$ cat src/rtl/crc_stream_gen.sv
// Streaming CRC generator: passes payload beats through a one-deep output register
// and appends the finished CRC as trailing beats on the same valid/ready stream.
module crc_stream_gen #(
  parameter int              CRC_W  = 16,
  parameter int              DATA_W = 8,
  parameter logic [CRC_W-1:0] POLY   = 16'h8005,
  parameter logic [CRC_W-1:0] INIT   = 16'h0000,
  parameter bit              REFIN  = 1'b0,
  parameter bit              REFOUT = 1'b0,
  parameter logic [CRC_W-1:0] XOROUT = 16'h0000
) (
  input  logic              clk,
  input  logic              rst,
  input  logic              s_valid,
  output logic              s_ready,
  input  logic [DATA_W-1:0] s_data,
  input  logic              s_last,
  output logic              m_valid,
  input  logic              m_ready,
  output logic [DATA_W-1:0] m_data,
  output logic              m_last,
  output logic              m_is_crc,
  output logic [CRC_W-1:0]  crc_value,
  output logic              crc_done
);

  localparam int         NB       = CRC_W / DATA_W;
  localparam int         NBYTES   = DATA_W / 8;
  localparam logic [2:0] LAST_IDX = 3'(NB - 1);

  if (CRC_W < 8 || CRC_W > 32 || (DATA_W != 8 && DATA_W != 16) || (CRC_W % DATA_W) != 0) begin : g_badParams
    $error("crc_stream_gen: unsupported CRC_W/DATA_W combination");
  end

  typedef enum logic [1:0] {IDLE, DATA, APPEND} state_t;

  state_t              r_state;
  state_t              w_nextState;
  logic [CRC_W-1:0]    r_crc;
  logic [CRC_W-1:0]    r_crcValue;
  logic                r_crcDone;
  logic                r_mValid;
  logic [DATA_W-1:0]   r_mData;
  logic                r_mLast;
  logic                r_mIsCrc;
  logic [2:0]          r_beatIdx;
  logic                w_outFree;
  logic                w_sReady;
  logic                w_accept;
  logic                w_loadCrc;
  logic                w_lastCrcTaken;
  logic [CRC_W-1:0]    w_crcNext;
  logic [CRC_W-1:0]    w_crcFinal;
  logic [2:0]          w_beatSel;
  logic [CRC_W-1:0]    w_crcShifted;
  logic [DATA_W-1:0]   w_crcBeat;

  function automatic logic [7:0] reflect8(input logic [7:0] b);
    logic [7:0] r;
    for (int i = 0; i < 8; i++) r[i] = b[7-i];
    return r;
  endfunction

  function automatic logic [CRC_W-1:0] reflectCrc(input logic [CRC_W-1:0] c);
    logic [CRC_W-1:0] r;
    for (int i = 0; i < CRC_W; i++) r[i] = c[CRC_W-1-i];
    return r;
  endfunction

  // Bitwise MSB-first update; for 16-bit beats the high byte enters the register first
  function automatic logic [CRC_W-1:0] crcUpdate(input logic [CRC_W-1:0] crcIn,
                                                  input logic [DATA_W-1:0] data);
    logic [CRC_W-1:0] c;
    logic [7:0]       b;
    logic             fb;
    c = crcIn;
    for (int k = NBYTES - 1; k >= 0; k--) begin
      b = data[k*8 +: 8];
      if (REFIN) b = reflect8(b);
      for (int i = 7; i >= 0; i--) begin
        fb = c[CRC_W-1] ^ b[i];
        c  = {c[CRC_W-2:0], 1'b0};
        if (fb) c = c ^ POLY;
      end
    end
    return c;
  endfunction

  always_comb begin
    w_crcNext  = crcUpdate(r_crc, s_data);
    w_crcFinal = (REFOUT ? reflectCrc(w_crcNext) : w_crcNext) ^ XOROUT;
  end

  // Reflected CRCs go out least-significant beat first, normal ones most-significant first
  always_comb begin
    w_beatSel    = REFOUT ? r_beatIdx : (LAST_IDX - r_beatIdx);
    w_crcShifted = r_crcValue >> (DATA_W * int'(w_beatSel));
    w_crcBeat    = w_crcShifted[DATA_W-1:0];
  end

  always_ff @(posedge clk or negedge rst) begin
    if (!rst) r_state <= IDLE;
    else      r_state <= w_nextState;
  end

  always_comb begin
    w_nextState    = r_state;
    w_sReady       = 1'b0;
    w_accept       = 1'b0;
    w_loadCrc      = 1'b0;
    w_lastCrcTaken = 1'b0;
    w_outFree      = !r_mValid | m_ready;
    case (r_state)
      IDLE, DATA: begin
        w_sReady = w_outFree & rst;
        w_accept = s_valid & w_sReady;
        if (w_accept && s_last)              w_nextState = APPEND;
        else if (w_accept && r_state == IDLE) w_nextState = DATA;
      end
      APPEND: begin
        w_lastCrcTaken = r_mValid & m_ready & r_mLast;
        w_loadCrc      = w_outFree & !(r_mValid & r_mLast);
        if (w_lastCrcTaken) w_nextState = IDLE;
      end
      default: w_nextState = IDLE;
    endcase
  end

  // Output register, running CRC and the CRC-beat counter share one reset domain
  always_ff @(posedge clk or negedge rst) begin
    if (!rst) begin
      r_crc      <= INIT;
      r_crcValue <= '0;
      r_crcDone  <= 1'b0;
      r_mValid   <= 1'b0;
      r_mData    <= '0;
      r_mLast    <= 1'b0;
      r_mIsCrc   <= 1'b0;
      r_beatIdx  <= '0;
    end else begin
      r_crcDone <= 1'b0;
      if (w_accept) begin
        r_crc <= w_crcNext;
        if (s_last) begin
          r_crcValue <= w_crcFinal;
          r_crcDone  <= 1'b1;
        end
      end
      if (w_lastCrcTaken) begin
        r_crc     <= INIT;
        r_beatIdx <= '0;
      end
      if (w_outFree) begin
        if (w_accept) begin
          r_mValid <= 1'b1;
          r_mData  <= s_data;
          r_mLast  <= 1'b0;
          r_mIsCrc <= 1'b0;
        end else if (w_loadCrc) begin
          r_mValid  <= 1'b1;
          r_mData   <= w_crcBeat;
          r_mLast   <= (r_beatIdx == LAST_IDX);
          r_mIsCrc  <= 1'b1;
          r_beatIdx <= r_beatIdx + 3'd1;
        end else begin
          r_mValid <= 1'b0;
          r_mLast  <= 1'b0;
          r_mIsCrc <= 1'b0;
        end
      end
    end
  end

  assign s_ready   = w_sReady;
  assign m_valid   = r_mValid;
  assign m_data    = r_mData;
  assign m_last    = r_mLast;
  assign m_is_crc  = r_mIsCrc;
  assign crc_value = r_crcValue;
  assign crc_done  = r_crcDone;

endmodule

$ cat config.mk
export PLATFORM = sky130hd
export DESIGN_NAME = crc_stream_gen
export DESIGN_NICKNAME = d
export VERILOG_FILES = /design/src/rtl/crc_stream_gen.sv
export SDC_FILE = /design/constraint.sdc
export NUM_CORES = 1
export LEC_CHECK = 0
export ABC_AREA = 1
export CORE_ASPECT_RATIO = 1.25
export CORE_MARGIN = 2
export CORE_UTILIZATION = 50
export CTS_BUF_LIST = sky130_fd_sc_hd__clkbuf_16
export DETAILED_ROUTE_END_ITERATION = 12
export GPL_TIMING_DRIVEN = 0
export MAX_ROUTING_LAYER = met4
export PLACE_DENSITY = 0.83
export SETUP_SLACK_MARGIN = 0.02
export SYNTH_ARGS = -nofsm -noshare
export SYNTH_HDL_FRONTEND = slang
export SYNTH_SLANG_ARGS = --single-unit
$ cat constraint.sdc
create_clock -name clk -period 3.8 [get_ports clk]
set_input_delay 0.76 -clock clk [delete_from_list [all_inputs] [get_ports clk]]
set_output_delay 0.76 -clock clk [all_outputs]
set_load 0.02 [all_outputs]
==> run_results.csv, run 1 <==
group,metric,value,unit
sta,slew_violations,0,
pwr,ir_worst_vdd,0.000414,V
layout,multiInputGateArea,1080,µm²
sta,tightest_slew,0.764,ns
synth,yosysSeqAreaShare,0.497,
die,initial_utilization,0.522,
layout,drive_gt1_frac,0.0836,
routing,ant_nets,0,
sta,clock_skew,0.00533,ns
synth,synth_cell_types,28,
routing,avgRoutedWirePerCell,14.9,µm
synth,ys_seq_elements,49,
worst_setup_path,crit_path_end_kind,"output pin",
die,io_pins,42,
sta,grt_setup_unrepaired,"false",
global_routing,grtUsageMet1,0.294,
synth,synthXorXnorAreaFrac,0.0756,
worst_setup_path,cp-start-kind,"primary input",
global_routing,grt_max_degree,41,
synth,synth_compound_area_frac,0.137,
clock_tree,cts_resized,0,
pwr,p_leak,1.50,nW
layout,nets,349,
clock_tree,cts_buffers,5,
sta,hold_viol,0,
clock_tree,clockBufferDepth,2,
synth,synth_edf_count,0,
worst_setup_path,max_stage_delay,0.64,ns
run_status,outcome,"finished clean",
routing,vias_per_cell,5.29,
global_routing,first_global_vias,2113,
sta,finalSetupTns,0,ns
global_routing,grt_pass1_wl,9750,µm
sta,max_freq,0.320,GHz
worst_setup_path,slowest_stage,"clkdlybuf4s50_1",
routing,drc,0,
synth,async_flop_share,1.00,
synth,syn_area_per_cell,8.66,µm²
global_routing,antenna_found_initial,0,
synth,ys_top_cells_by_area,"dfrtp_1 (50%), nand2_1 (12%), o21ai_0 (9.3%), inv_1 (5.0%), nand3_1 (2.6%)",
pwr,power_switching,1.27,mW
synth,synthTopCellsByCount,"nand2_1 (79), dfrtp_1 (49), o21ai_0 (46)",
routing,drtIter0Drc,181,
worst_setup_path,critPathLaunch,"m_ready",
worst_setup_path,criticalPathCategory,"primary input to output pin",
sta,finalCriticalPeriod,3.12,ns
layout,diodes,0,
die,die_h,82.5,µm
clock_tree,hold_buffers,0,
flow_run,drv_cap,0,
clock_tree,post_cts_buffers,0,
die,die_w,66.8,µm
synth,synth.mux.area_fraction,0,
synth,syn_inst,285,
clock_tree,worst_skew_pair.late_latency,0.29,ns
worst_setup_path,crit_arrival,2.36,ns
die,die_area,5520,µm²
worst_setup_path,r2r_start,"m_valid$_DFFE_PN0N_",
placed_design,port_buffers,41,
synth,yosysMostFrequentCell,"nand2_1",
sta,setup_viol,0,
layout,n_fill_cell,381,
worst_setup_path,crit_chain,"clkdlybuf4s50_1, inv_1, nand2_1, nand2_1, nor2_1, clkdlybuf4s50_1",
worst_setup_path,critPathMaxFanout,4,
global_routing,grtUsageMet2,0.399,
synth,synthAdderAreaFrac,0.0101,
routing,vias,2088,
clock_tree,cts_tree,"yes",
sta,maxSlewHeadroom,0.489,
global_routing,met3_usage,0.0515,
pwr,sequentialPowerShare,0.327,
die,core_area,4730,µm²
hold_path,hold_class,"primary input to asynchronous set/reset pin",
synth,syn-cell-area,2470,µm²
synth,synth_top_family_by_area,"simple AND/OR/NAND/NOR gates",
synth,syn-num-nets,300,
pwr,power_frac_comb,0.525,
synth,synth_area_leader_cell,"dfrtp_1",
sta,finalCritPeriodShare,0.822,
layout,seqCellArea,1230,µm²
routing,drt-pass1-iter-count,4,
layout,syn2layout_area_growth,26.0,%
pwr,p_int,1.60,mW
placed_design,place.gp.congestion,0.852,
global_routing,busiest_layer,"met2",
die,row_count,28,
pwr,cellPowerDensity,923,nW/µm²
clock_tree,htree_num_levels,2,
layout,layoutNonFillerInstCount,395,
synth,synth_flop_cell,"dfrtp_1",
placed_design,place_inst,387,
clock_tree,cts_root_buf,"clkbuf_16",
placed_design,dpl.hpwl,4240,µm
clock_tree,cts.sinks,49,
routing,routed_wl,5870,µm
global_routing,overflow,0,
pwr,p_clk_frac,0.148,
pwr,swShare,0.442,
clock_tree,clk_pin_slew_worst_paths,0.07,ns
worst_setup_path,crit_required,3.04,ns
synth,synth_top_area_frac,0.497,
synth,synth_simple_gate_area_frac,0.215,
synth,ys_warn_count,0,
global_routing,grt.total_usage,0.246,
per-layer routing:
| metal | wire (µm) | part of all wire | up-vias |
|---|---|---|---|
| met5 | 0 | 0 | - |
| met4 | 116 | 0.020 | 0 |
| met3 | 336 | 0.057 | 12 |
| met2 | 2980 | 0.51 | 67 |
| met1 | 2440 | 0.42 | 986 |
| li1 | - | - | 1023 |
stage by stage:
| stage | util | power (mW) | instance area, µm² | hold WS (ns) | setup slack, ns |
|---|---|---|---|---|---|
| after floorplan | - | 1.92 | 2470 | 0.433 | 1.56 |
| after CTS | 0.657 | 2.87 | 3110 | 0.365 | 0.676 |
| after global routing | 0.657 | 3.09 | 3110 | 0.365 | 0.574 |
| after detailed placement | 0.628 | 2.43 | 2970 | 0.460 | 0.643 |
| final | 0.657 | 2.87 | 3110 | 0.347 | 0.678 |
| after global placement | 0.624 | 2.38 | 2950 | 0.448 | -1.00 |
worst max-delay path: cells and delay by family:
| family | cells | cell delay, ns |
|---|---|---|
| buffers and inverters | 3 | 1.21 |
| and+or+nand+nor | 3 | 0.38 |
power groups by stage:
stage,logic (mW),registers (mW),clock network [mW]
2_1_floorplan,0.857,1.06,0
3_3_place_gp,1.45,0.934,0
3_5_place_dp,1.49,0.941,0
4_1_cts,1.51,0.934,0.426
5_1_grt,1.68,0.966,0.450
6_report,1.51,0.937,0.425
state kept, by name, indices dropped and copies added (netlist names):
signal     cells
r_beatIdx      3
r_crc         16
m_is_crc       1
m_last         1
m_data         8
crc_done       1
m_valid        1
crc_value     16
r_state        2
cell families after synthesis:
| logic type | after synthesis |
|---|---|
| buf+inv | 42 |
| xor+xnor | 14 |
| fa+ha+maj | 2 |
| flops | 49 |
| simple gates | 116 |
| compound gates | 62 |
placed cells by master (no fill, tap or decap), types with 2 or more instances in the layout:
cell	count
buf_2	2
o22ai_1	6
nor2_1	9
nand3_1	13
nand2_2	5
nand4_1	2
clkdlybuf4s50_1	40
xnor2_1	5
ha_1	2
clkbuf_1	5
nand2_1	79
clkbuf_16	5
nand2_4	2
o21ai_1	3
o211ai_1	4
dfrtp_1	49
xor2_1	5
inv_1	35
xor2_4	2
nand3_2	5
o21ai_0	46
final timing paths:
path,end,slack [ns],depth (start not counted)
hold reg to reg,r_beatIdx[2]$_DFF_PN0_,0.47,1
setup reg to reg,crc_value[5]$_DFFE_PN0P_,1.54,7
min in group clk,r_beatIdx[2]$_DFF_PN0_,0.47,1
max in group asynchronous,m_last$_DFFE_PN0N_,2.95,2
setup / recovery,s_ready,0.68,6
hold / removal,r_crc[6]$_DFFE_PN0P_,0.35,1
layout make-up:
cell class / count / area share
tap: 60 / 0.0242
timing repair buffer: 42 / 0.137
inverter: 35 / 0.0423
sequential: 49 / 0.395
multi-input combinational: 194 / 0.347
clock inverter: 3 / 0.00483
buffer: 7 / 0.0101
clock buffer: 5 / 0.0403
(Power assumes the default switching activity.)
==> run 2, diff against run 1 <==
==> constraint.sdc (replaced) <==
create_clock -name clk -period 3 [get_ports clk]
set_input_delay 0.6 -clock clk [delete_from_list [all_inputs] [get_ports clk]]
set_output_delay 0.6 -clock clk [all_outputs]
set_load 0.02 [all_outputs]
==> run 2 against run 1 <==
Design area is essentially flat. Critical endpoint unchanged. Sequential power rose by 27%. Utilization is 0.053 points higher. Largest cell class unchanged.
==> run_results.csv, run 2 (synthesis gave the netlist of run 1 again) <==
group,metric,value,unit
sta,hold_viol,0,
sta,finalCriticalPeriod,2.81,ns
run_status,outcome,"finished clean",
routing,vias_per_cell,5.37,
routing,ant_nets,0,
sta,maxSlewHeadroom,0.562,
placed_design,dpl.hpwl,4240,µm
sta,tightest_slew,0.655,ns
die,core_area,4730,µm²
layout,fin_area,3110,µm²
flow_run,drv_cap,0,
layout,nets,349,
worst_setup_path,cp-start-kind,"primary input",
routing,drtIter0Drc,136,
worst_setup_path,r2r_start,"m_valid$_DFFE_PN0N_",
clock_tree,clockBufferDepth,2,
global_routing,first_global_vias,2113,
die,die_h,82.5,µm
die,row_count,28,
die,die_w,66.8,µm
clock_tree,cts_tree,"yes",
layout,layout_common_cells,"nand2_1 (79), dfrtp_1 (49), o21ai_0 (46)",
global_routing,grt_max_degree,41,
worst_setup_path,critPathLaunch,"m_ready",
clock_tree,htree_num_levels,2,
worst_setup_path,reg2reg_to,"r_crc[10]$_DFFE_PN0P_",
layout,syn2layout_area_growth,26.1,%
layout,layout_commonest_cell,"nand2_1",
worst_setup_path,crit_required,2.40,ns
pwr,p_leak,1.50,nW
worst_setup_path,criticalPathCategory,"primary input to output pin",
routing,avgRoutedWirePerCell,15.0,µm
sta,max_freq,0.355,GHz
pwr,ir_worst_vdd,0.000529,V
die,die_area,5520,µm²
routing,drc,0,
layout,drive_gt1_frac,0.0866,
clock_tree,hold_buffers,0,
routing,drt-pass1-iter-count,4,
sta,slew_violations,0,
routing,vias,2120,
worst_setup_path,crit_path_end_kind,"output pin",
clock_tree,cts_buffers,5,
clock_tree,clk_pin_slew_worst_paths,0.06,ns
global_routing,grt_pass1_wl,9750,µm
sta,setup_slack,0.186,ns
sta,setup_viol,0,
layout,post-route-util,0.658,
global_routing,grt.total_usage,0.246,
routing,routed_wl,5920,µm
die,io_pins,42,
clock_tree,cts_root_buf,"clkbuf_16",
sta,grt_setup_unrepaired,"false",
layout,diodes,0,
clock_tree,post_cts_buffers,0,
placed_design,port_buffers,41,
worst_setup_path,r2r_setup_slack,0.90,ns
hold_path,hold_class,"primary input to asynchronous set/reset pin",
worst_setup_path,critPathMaxFanout,4,
placed_design,placed_area,2970,µm²
clock_tree,cts_resized,0,
pwr,cellPowerDensity,1170,nW/µm²
global_routing,overflow,0,
die,initial_utilization,0.522,
sta,clock_skew,0.00458,ns
sta,finalCritPeriodShare,0.938,
worst_setup_path,r2r_cells,8,
clock_tree,worst_skew_pair.late_latency,0.29,ns
worst_setup_path,crit_arrival,2.21,ns
placed_design,place.gp.congestion,0.852,
global_routing,antenna_found_initial,0,
clock_tree,cts.sinks,49,
placed_design,dpl_worst_slack,0.00312,ns
-- run 2: worst max-delay path, stage by stage --
cell and delay [ns]:
clkdlybuf4s50_1 0.50, inv_1 0.08, nand2_1 0.13, nand2_1 0.06, nor2_1 0.19, clkdlybuf4s50_1 0.64
-- run 2: through the flow --
stage | hold slack, ns | setup TNS [ns] | power (mW) | instances
finish | 0.188 | 0 | 3.65 | 395
floorplan | 0.304 | 0 | 2.43 | 285
global route | 0.205 | 0 | 3.92 | 395
detailed placement | 0.460 | 0 | 3.08 | 387
global placement | 0.448 | -58.27 | 3.02 | 386
CTS | 0.205 | 0 | 3.63 | 395
-- run 2: layer usage --
metal  track usage  vias up  share of wire
li1              -     1021              -
met1         0.294     1007           0.41
met2         0.399       76           0.50
met3        0.0515       16          0.058
met4         0.114        0          0.026
met5             -        -              0
-- run 2: cell type report --
cell class                      count  area, µm²
Timing Repair Buffer               42        425
Inverter                           35        131
Fill cell                         381       1620
Tap cell                           60       75.1
Multi-Input combinational cell    194       1080
Clock buffer                        5        125
Clock inverter                      3       15.0
Buffer                              7       31.3
Sequential cell                    49       1230
-- run 2: where the power goes --
group / internal (mW) / switching [mW] / total, mW
logic: 0.771 / 1.15 / 1.92
registers: 0.953 / 0.234 / 1.19
clock network: 0.303 / 0.236 / 0.539
total: 2.03 / 1.62 / 3.65
-- run 2: worst max path at each step --
stage,endpoint,depth (start not counted)
global placement,crc_value[9]$_DFFE_PN0P_,7
floorplan,r_crc[10]$_DFFE_PN0P_,9
CTS,s_ready,6
finish,s_ready,6
detailed placement,crc_value[5]$_DFFE_PN0P_,9
global route,s_ready,6
